`config.mk`:
```
export PLATFORM = sky130hd
export DESIGN_NAME = ps2_key_encoder
export DESIGN_NICKNAME = d
export VERILOG_FILES = /design/src/rtl/ps2_pkg.sv /design/src/rtl/ps2_key_encoder_line_filter.sv /design/src/rtl/ps2_key_encoder.sv
export SDC_FILE = /design/constraint.sdc
export NUM_CORES = 1
export LEC_CHECK = 0
export BUFFER_PORTS_ARGS = -buffer_cell sky130_fd_sc_hd__buf_2
export CORE_UTILIZATION = 55
export CTS_BUF_LIST = sky130_fd_sc_hd__clkbuf_8
export DETAILED_ROUTE_END_ITERATION = 10
export PLACE_DENSITY = 0.76
export SLEW_MARGIN = 10
export SYNTH_ARGS = -nofsm -noshare
export SYNTH_HDL_FRONTEND = slang
export SYNTH_HIERARCHICAL = 1
export SYNTH_SLANG_ARGS = --single-unit
export TNS_END_PERCENT = 100
```
`constraint.sdc`:
```
create_clock -name clk_sys -period 2.39 [get_ports clk_sys]
set_input_delay 0.3585 -clock clk_sys [delete_from_list [all_inputs] [get_ports clk_sys]]
set_output_delay 0.3585 -clock clk_sys [all_outputs]
set_load 0.005 [all_outputs]
```
`src/rtl/ps2_pkg.sv`:
```
// Shared types and constants for the PS/2 keyboard front end.
// Frame FSM states, prefix codes, discard list and key word fields.
package ps2_pkg;

  typedef enum logic [1:0] {
    ST_IDLE,
    ST_DATA,
    ST_PARITY,
    ST_STOP
  } ps2_state_e;

  localparam logic [7:0] PS2_EXT   = 8'hE0;
  localparam logic [7:0] PS2_REL   = 8'hF0;
  localparam logic [7:0] PS2_PAUSE = 8'hE1;

  localparam int KEY_TOGGLE  = 10;
  localparam int KEY_PRESSED = 9;
  localparam int KEY_EXT     = 8;

  localparam int N_DISCARD = 7;
  localparam logic [7:0] PS2_DISCARD [N_DISCARD] = '{
    8'h00, 8'hAA, 8'hEE, 8'hFA,
    8'hFC, 8'hFE, 8'hFF
  };

  // Keyboard housekeeping replies that never become key events
  function automatic logic is_discard(input logic [7:0] b);
    logic hit;
    hit = 1'b0;
    for (int i = 0; i < N_DISCARD; i++)
      if (b == PS2_DISCARD[i]) hit = 1'b1;
    return hit;
  endfunction

endpackage

```
`src/rtl/ps2_key_encoder_line_filter.sv`:
```
// Synchronizes the raw PS/2 lines and glitch-filters the clock.
// Emits a one-cycle falling-edge event with the synchronized data.
module ps2_line_filter #(
  parameter int FILTER_LEN = 8
) (
  input  logic i_clk,
  input  logic i_rst_n,
  input  logic i_ps2_clk,
  input  logic i_ps2_data,
  output logic o_fe,
  output logic o_data_s
);

  logic [1:0] r_clk_sync;
  logic [1:0] r_dat_sync;
  logic       r_clk_f;
  logic       r_fe;
  logic [7:0] r_cnt;
  logic       w_diff;
  logic       w_flip;

  assign w_diff = r_clk_sync[1] != r_clk_f;
  assign w_flip = w_diff &&
                  (r_cnt == 8'(FILTER_LEN - 1));

  always_ff @(posedge i_clk) begin
    if (!i_rst_n) begin
      r_clk_sync <= 2'b11;
      r_dat_sync <= 2'b11;
      r_clk_f    <= 1'b1;
      r_cnt      <= 8'd0;
      r_fe       <= 1'b0;
    end else begin
      r_clk_sync <= {r_clk_sync[0], i_ps2_clk};
      r_dat_sync <= {r_dat_sync[0], i_ps2_data};
      r_fe       <= w_flip && r_clk_f;
      if (w_flip) begin
        r_clk_f <= ~r_clk_f;
        r_cnt   <= 8'd0;
      end else if (w_diff) begin
        r_cnt <= r_cnt + 8'd1;
      end else begin
        r_cnt <= 8'd0;
      end
    end
  end

  assign o_fe     = r_fe;
  assign o_data_s = r_dat_sync[1];

endmodule

```
`src/rtl/ps2_key_encoder.sv`:
```
// PS/2 frame receiver and scan-code decoder producing the
// 11-bit {toggle, pressed, extended, code} key-event word.
module ps2_key_encoder
  import ps2_pkg::*;
#(
  parameter int FILTER_LEN  = 8,
  parameter int TIMEOUT_CYC = 72000
) (
  input  logic        clk_sys,
  input  logic        reset_n,
  input  logic        ps2_clk,
  input  logic        ps2_data,
  output logic [10:0] ps2_key,
  output logic        key_strobe,
  output logic        frame_err
);

  localparam int TW = $clog2(TIMEOUT_CYC + 1);

  logic          w_fe;
  logic          w_data;
  ps2_state_e    r_state;
  ps2_state_e    w_next;
  logic [2:0]    r_bit;
  logic [7:0]    r_sh;
  logic          r_par;
  logic [TW-1:0] r_to;
  logic          w_to;
  logic          w_err;
  logic          w_done;
  logic [7:0]    r_byte;
  logic          r_byte_vld;
  logic          r_frame_err;
  logic [10:0]   r_key;
  logic          r_strobe;
  logic          r_ext;
  logic          r_rel;
  logic [2:0]    r_skip;
  logic          w_skip;
  logic          w_is_ext;
  logic          w_is_rel;
  logic          w_is_pause;
  logic          w_is_disc;

  ps2_line_filter #(
    .FILTER_LEN(FILTER_LEN)
  ) u_filt (
    .i_clk      (clk_sys),
    .i_rst_n    (reset_n),
    .i_ps2_clk  (ps2_clk),
    .i_ps2_data (ps2_data),
    .o_fe       (w_fe),
    .o_data_s   (w_data)
  );

  // An fe in the same cycle wins over the timeout
  assign w_to = (r_state != ST_IDLE) && !w_fe &&
                (r_to == TW'(TIMEOUT_CYC - 1));

  always_ff @(posedge clk_sys) begin
    if (!reset_n) r_state <= ST_IDLE;
    else          r_state <= w_next;
  end

  always_comb begin
    w_next = r_state;
    w_err  = 1'b0;
    w_done = 1'b0;
    if (w_to) begin
      w_next = ST_IDLE;
      w_err  = 1'b1;
    end else if (w_fe) begin
      case (r_state)
        ST_IDLE:   if (!w_data) w_next = ST_DATA;
        ST_DATA:   if (r_bit == 3'd7) w_next = ST_PARITY;
        ST_PARITY: w_next = ST_STOP;
        ST_STOP: begin
          w_next = ST_IDLE;
          if (w_data && ^{r_sh, r_par}) w_done = 1'b1;
          else                          w_err  = 1'b1;
        end
        default:   w_next = ST_IDLE;
      endcase
    end
  end

  always_ff @(posedge clk_sys) begin
    if (!reset_n) begin
      r_bit       <= 3'd0;
      r_sh        <= 8'd0;
      r_par       <= 1'b0;
      r_to        <= '0;
      r_byte      <= 8'd0;
      r_byte_vld  <= 1'b0;
      r_frame_err <= 1'b0;
    end else begin
      r_byte_vld  <= w_done;
      r_frame_err <= w_err;
      if (w_done) r_byte <= r_sh;
      if (r_state == ST_IDLE || w_fe) r_to <= '0;
      else                            r_to <= r_to + 1'b1;
      if (w_fe) begin
        case (r_state)
          ST_IDLE: r_bit <= 3'd0;
          ST_DATA: begin
            r_sh  <= {w_data, r_sh[7:1]};
            r_bit <= r_bit + 3'd1;
          end
          ST_PARITY: r_par <= w_data;
          default: ;
        endcase
      end
    end
  end

  assign w_skip     = r_skip != 3'd0;
  assign w_is_ext   = !w_skip && r_byte == PS2_EXT;
  assign w_is_rel   = !w_skip && r_byte == PS2_REL;
  assign w_is_pause = !w_skip && r_byte == PS2_PAUSE;
  assign w_is_disc  = !w_skip && is_discard(r_byte);

  always_ff @(posedge clk_sys) begin
    if (!reset_n) begin
      r_key    <= 11'd0;
      r_strobe <= 1'b0;
      r_ext    <= 1'b0;
      r_rel    <= 1'b0;
      r_skip   <= 3'd0;
    end else begin
      r_strobe <= 1'b0;
      if (w_err) begin
        r_ext <= 1'b0;
        r_rel <= 1'b0;
      end else if (r_byte_vld) begin
        unique case (1'b1)
          w_skip:     r_skip <= r_skip - 3'd1;
          w_is_ext:   r_ext  <= 1'b1;
          w_is_rel:   r_rel  <= 1'b1;
          w_is_pause: r_skip <= 3'd7;
          w_is_disc:  ;
          default: begin
            r_key[KEY_TOGGLE]  <= ~r_key[KEY_TOGGLE];
            r_key[KEY_PRESSED] <= ~r_rel;
            r_key[KEY_EXT]     <= r_ext;
            r_key[7:0]         <= r_byte;
            r_strobe           <= 1'b1;
            r_ext              <= 1'b0;
            r_rel              <= 1'b0;
          end
        endcase
      end
    end
  end

  assign ps2_key    = r_key;
  assign key_strobe = r_strobe;
  assign frame_err  = r_frame_err;

endmodule
```
Yosys cells after proc, flatten, opt, wreduce, memory -nomap -nowiden
Cells that the tools add are included.

Flip-flop bits (word level): 72. Output and inout bits: 13. Logic and storage cells: 108.

$add $sub $neg: 4. Equality and inequality tests: 18. Muxes and demuxes: 23. Bitwise operators: 10. Reduce and logical (&&, ||, !) cells: 35.

Operators by type and width (number): $eq 8x8->1 const B (9); $add 17x1->17 const B (1); $eq 17x17->1 const B (1); $mux 1 (16); $pmux 3 s2 (2); $not 1->1 (10); $reduce_and 2->1 (5); $logic_and 1x1->1 (9); $reduce_and 3->1 (3); $reduce_xor 9->1 (1); $add 8x1->8 const B (1); $eq 8x3->1 const B (1); $logic_not 8->1 (1); $pmux 2 s4 (1); $reduce_or 4->1 (2); $reduce_bool 2->1 (3); $reduce_or 2->1 (3); $reduce_or 3->1 (2); $reduce_or 5->1 (1); $eq 2x2->1 const B (2); $mux 2 (2); $ne 2x2->1 const B (2); $pmux 1 s2 (2); $add 3x1->3 const B (1); 8 further kinds (9).

Longest topological paths before layout
Word-level depth: 12. Gate-level depth with buffers: 9. Depth with buffers taken out: 8.

Hierarchy
The synthesis kept the hierarchy.

Modules (own cells, without submodules): ps2_key_encoder (times used 1, cells an instance 300, area each 2610.0 um^2, seq. area each 1161.1 um^2); ps2_line_filter (times used 1, cells an instance 50, area each 518.0 um^2, seq. area each 280.3 um^2).

Worst setup path after synthesis
No wires, ideal clock.

Path type: register to register. Start: register r_to[9]. End: register r_key[10] (netlist: ps2_key[10]). Library setup time: 120 ps. Arrival: 1866 ps. Path slack: 404 ps. Stages on the path, launching flop included: 8. Cells stage by stage: dfxtp_1 > or4b_4 > nor4b_4 > nand3_1 > a31oi_4 > nor2_2 > buf_6 > mux2i_1.

Word-level cells in the longest chain between the ends: 5.

Ends and longest elaborated chain: start, declared (RTL line ps2_key_encoder.sv:27) `logic [TW-1:0] r_to;`; start signal, assigned (RTL line ps2_key_encoder.sv:101) `else r_to <= r_to + 1'b1;`; $eq 17x17->1 (RTL line ps2_key_encoder.sv:58) `(r_to == TW'(TIMEOUT_CYC - 1));`; $logic_and 1x1->1 (RTL line ps2_key_encoder.sv:57) `assign w_to = (r_state != ST_IDLE) && !w_fe &&`; $mux 1 (RTL line ps2_key_encoder.sv:69) `if (w_to) begin`; $not 1->1 (no source line); $reduce_and 3->1 (no source line); end signal, assigned by index (RTL line ps2_key_encoder.sv:142) `r_key[KEY_TOGGLE] <= ~r_key[KEY_TOGGLE];`; end signal, assigned by index (RTL line ps2_key_encoder.sv:143) `r_key[KEY_PRESSED] <= ~r_rel;`; end signal, assigned by index (RTL line ps2_key_encoder.sv:144) `r_key[KEY_EXT] <= r_ext;`; end, declared (RTL line ps2_key_encoder.sv:34) `logic [10:0] r_key;`.

No other way between the ends. A chain may end at the register's enable or synchronous reset.

Worst setup path after layout
Start: register r_to[9]. End: register r_skip[0].

Word-level cells in the longest chain between the ends: 5.

Ends and longest elaborated chain: $eq 17x17->1 (RTL line ps2_key_encoder.sv:58); $logic_and 1x1->1 (RTL line ps2_key_encoder.sv:57); $mux 1 (RTL line ps2_key_encoder.sv:69); $not 1->1 (no source line); $reduce_and 3->1 (no source line); end signal, assigned (RTL line ps2_key_encoder.sv:136) `w_skip: r_skip <= r_skip - 3'd1;`; end, declared (RTL line ps2_key_encoder.sv:38) `logic [2:0] r_skip;`.

No other way between the ends.

==> metrics.yaml <==
antenna_found_initial: 0
global_route_wire_length_before_repair_mm: 9.29
final_gp_congestion: 0.773
worst-r2r-cell-count: 6
avgRoutedWirePerCell_um: 12.1
ctsLongestPathBuffers: 2
worst_r2r_startpoint: "r_to[9]$_SDFF_PP0_"
post_synth.cell_area_avg_um2: 8.94
area.growth.synth_to_final_pct: 13.3
fin_worst_skew_ns: 0.00961
tns_ns: 0
grt_overflow: 0
buffer_ports.inserted: 16
layout.nets: 383
max_cap_violations: 0
route.layer.met1.wl_mm: 2.59
dominantRegCellSynth: "sky130_fd_sc_hd__dfxtp_1"
period_share_pct: 90.1
hold_violations: 0
min-delay-start: "ps2_clk"
slew_headroom_pct: 65.5
synth-async-reset-ratio_pct: 0
netlist_area_before_placement_mm2: 0.00313
clock_tree_from_tritoncts: "built"
n_antenna_cell: 0
postSynthNetCount: 364
cp_data_required_time_ns: 2.63
cts-htree-levels: 3
yosys_warnings: 6
post-route-min-period_ns: 2.15
ys_top_cells_by_count: "72 x sky130_fd_sc_hd__dfxtp_1, 63 x sky130_fd_sc_hd__nand2_1, 28 x sky130_fd_sc_hd__nor2_1"
clock_latency_ns: 0.35
synth_most_common_cell: "sky130_fd_sc_hd__dfxtp_1"
count_of_cells_resized_by_post_cts_repair: 0
worst_hold_path.num_cells: 2
power_per_cell_area_mw_per_mm2: 693
maximum_number_of_pins_on_one_net_before_global_route_repair: 39
final-max-slew-violation-count: 0
core_area_mm2: 0.00551
firstDrtPassIters: 4
dieHeight_um: 77.4
fill_cells: 467
critPathMaxFanout: 7
r2r_end: "r_skip[0]$_SDFFE_PN0P_"
tightest_slew_ns: 0.516
die_area_mm2: 0.00599
outcome: "complete, no violations"
clkSinkCount: 72
route.met3.wl_um: 199
clock.fmax_mhz: 464
synth.area.top_cells: "sky130_fd_sc_hd__dfxtp_1 46%, sky130_fd_sc_hd__nand2_1 7.6%, sky130_fd_sc_hd__mux2i_1 4.2%"
fin_worst_hold_slack_ns: 0.194
endpoint_kind: "flip-flop"
vias: 2380
detailed_router_s_first_iteration_violation_count: 115
floorplan.initialDensity_pct: 56.8
worstSetupStartpointType: "flip-flop"
worst_setup_path_startpoint: "r_to[9]$_SDFF_PP0_"
synth_edf_count: 0
drc: 0
synth.yosys.seq_area_share_pct: 46.1
timing.critical_path.to: "r_skip[0]$_SDFFE_PN0P_"
yosys.area.top_type_share_pct: 46.1
ys_types: 46
postRouteWirelength_mm: 5.38
wl_met2_mm: 2.52
die-width_um: 77.4
grt_pass1_vias: 2206
ir_drop_mv: 0.451
dpl_cell_area_mm2: 0.00328
worst-r2r-setup-slack_ns: 0.24
hp-class: "input pin to flip-flop"
fin_area_mm2: 0.00354
final_layout_size_suffix_gt1_share_pct: 12.0
cts_setup_buffers: 0
rows: 27
total_leakage_power_nw: 1.27
routed.top_layer: "met4"
synth_area_leader_cell: "sky130_fd_sc_hd__dfxtp_1"
postRouteAntennaNets: 0
cp.arrival_ns: 2.39
grt_util_all_layers_pct: 19.8
clkSlewWorstSetupHoldPaths_ns: 0.07
boundaryPins: 17
unrepaired_setup_endpoints_after_global_routing: "no"
postSynthRegisterBits: 72
cts_made_buffers: 9
cts_root_buffer: "sky130_fd_sc_hd__clkbuf_8"
post_synthesis_cells: 350
routed_via_density: 5.34
detailedPlacementHpwl_mm: 3.70
setup.worst_path.class: "flip-flop to flip-flop"
setup-violations-final: 0
post_cts_hold_buffer_count: 0
## placed cells by master, fill, tap and decap left out, types with 2 or more instances in the layout
master and count:
sky130_fd_sc_hd__buf_2 16, sky130_fd_sc_hd__nand2b_1 7, sky130_fd_sc_hd__nand3_1 20, sky130_fd_sc_hd__and2_1 3, sky130_fd_sc_hd__xor2_1 12, sky130_fd_sc_hd__clkbuf_8 12
sky130_fd_sc_hd__buf_4 4, sky130_fd_sc_hd__a21oi_1 19, sky130_fd_sc_hd__mux2i_1 13, sky130_fd_sc_hd__nor2b_1 4, sky130_fd_sc_hd__dfxtp_1 72, sky130_fd_sc_hd__a22oi_1 2
sky130_fd_sc_hd__o21ai_1 2, sky130_fd_sc_hd__and4_1 3, sky130_fd_sc_hd__nand4_1 6, sky130_fd_sc_hd__inv_1 9, sky130_fd_sc_hd__o21ai_0 15, sky130_fd_sc_hd__xnor2_1 10
sky130_fd_sc_hd__and3_1 6, sky130_fd_sc_hd__nor4_1 2, sky130_fd_sc_hd__nor2_1 28, sky130_fd_sc_hd__nand2_1 63, sky130_fd_sc_hd__or3_1 6, sky130_fd_sc_hd__bufinv_16 3
sky130_fd_sc_hd__nor3_1 4, sky130_fd_sc_hd__ha_1 10
## worst min path at each step
stage	to	slack, ns
after floorplan	u_filt/r_clk_sync[1]$_SDFF_PN1_	0.39
after global placement	u_filt/r_dat_sync[1]$_SDFF_PN1_	0.39
after detailed placement	u_filt/r_clk_sync[1]$_SDFF_PN1_	0.40
after CTS	u_filt/r_clk_sync[0]$_SDFF_PN1_	0.18
after global routing	u_filt/r_clk_sync[0]$_SDFF_PN1_	0.19
final	u_filt/r_clk_sync[0]$_SDFF_PN1_	0.19
## stage by stage
| stage | cells | utilization (%) | total power (W) | worst slack (ns) |
|---|---|---|---|---|
| 2_1_floorplan | 350 | - | 0.00125 | 0.404 |
| 3_3_place_gp | 430 | 59.5 | 0.00126 | 0.109 |
| 3_5_place_dp | 430 | 59.5 | 0.00126 | 0.0648 |
| 4_1_cts | 446 | 64.3 | 0.00248 | 0.0518 |
| 5_1_grt | 446 | 64.4 | 0.00254 | 0.108 |
| 6_report | 446 | 64.4 | 0.00246 | 0.236 |
## report_power, final
group	switching, W	internal (W)
clock network	0.000442	0.000781
logic	0.0000204	0.00000763
registers	0.00000248	0.00120
## critical path, stage by stage, from the launching register on
cell	delay, ns
sky130_fd_sc_hd__dfxtp_1	0.35
sky130_fd_sc_hd__or4b_4	0.55
sky130_fd_sc_hd__nor4b_4	0.30
sky130_fd_sc_hd__nand3_1	0.18
sky130_fd_sc_hd__a31oi_4	0.31
sky130_fd_sc_hd__nor2_1	0.11
sky130_fd_sc_hd__o221a_1	0.25
## per-layer routing
| metal | GRT usage [%] | vias to the layer above |
|---|---|---|
| met5 | 0 | - |
| met1 | 23.3 | 1094 |
| met4 | 9.06 | 0 |
| met3 | 6.71 | 7 |
| li1 | - | 1236 |
| met2 | 32.4 | 43 |
## state kept, by name, indices dropped and copies added (netlist names), 2 cells and up
name	count
r_to	17
ps2_key	11
r_byte	8
r_sh	8
u_filt/r_cnt	8
r_bit	3
r_skip	3
r_state	2
u_filt/r_clk_sync	2
u_filt/r_dat_sync	2
## final cells by class
class | count | area [um2] | area share (%)
clock buffers | 12 | 165 | 4.66
repair buffers | 20 | 110 | 3.11
well taps | 72 | 90.1 | 2.54
inverters | 9 | 33.8 | 0.953
flip-flops and latches | 72 | 1440 | 40.7
multi-input cells | 257 | 1610 | 45.3
clock inverters | 4 | 98.8 | 2.79
## cell families (layout without fill, tap and decap cells)
group | count (synthesis) | count (layout) | synth area share (%)
xor+xnor | 24 | 24 | 7.40
buf+inv | 21 | 45 | 2.76
simple gates | 160 | 160 | 25.5
fa+ha+maj | 11 | 11 | 4.32
compound gates | 49 | 49 | 9.80
flops | 72 | 72 | 46.1
mux | 13 | 13 | 4.16
(Power assumes the default switching activity.)
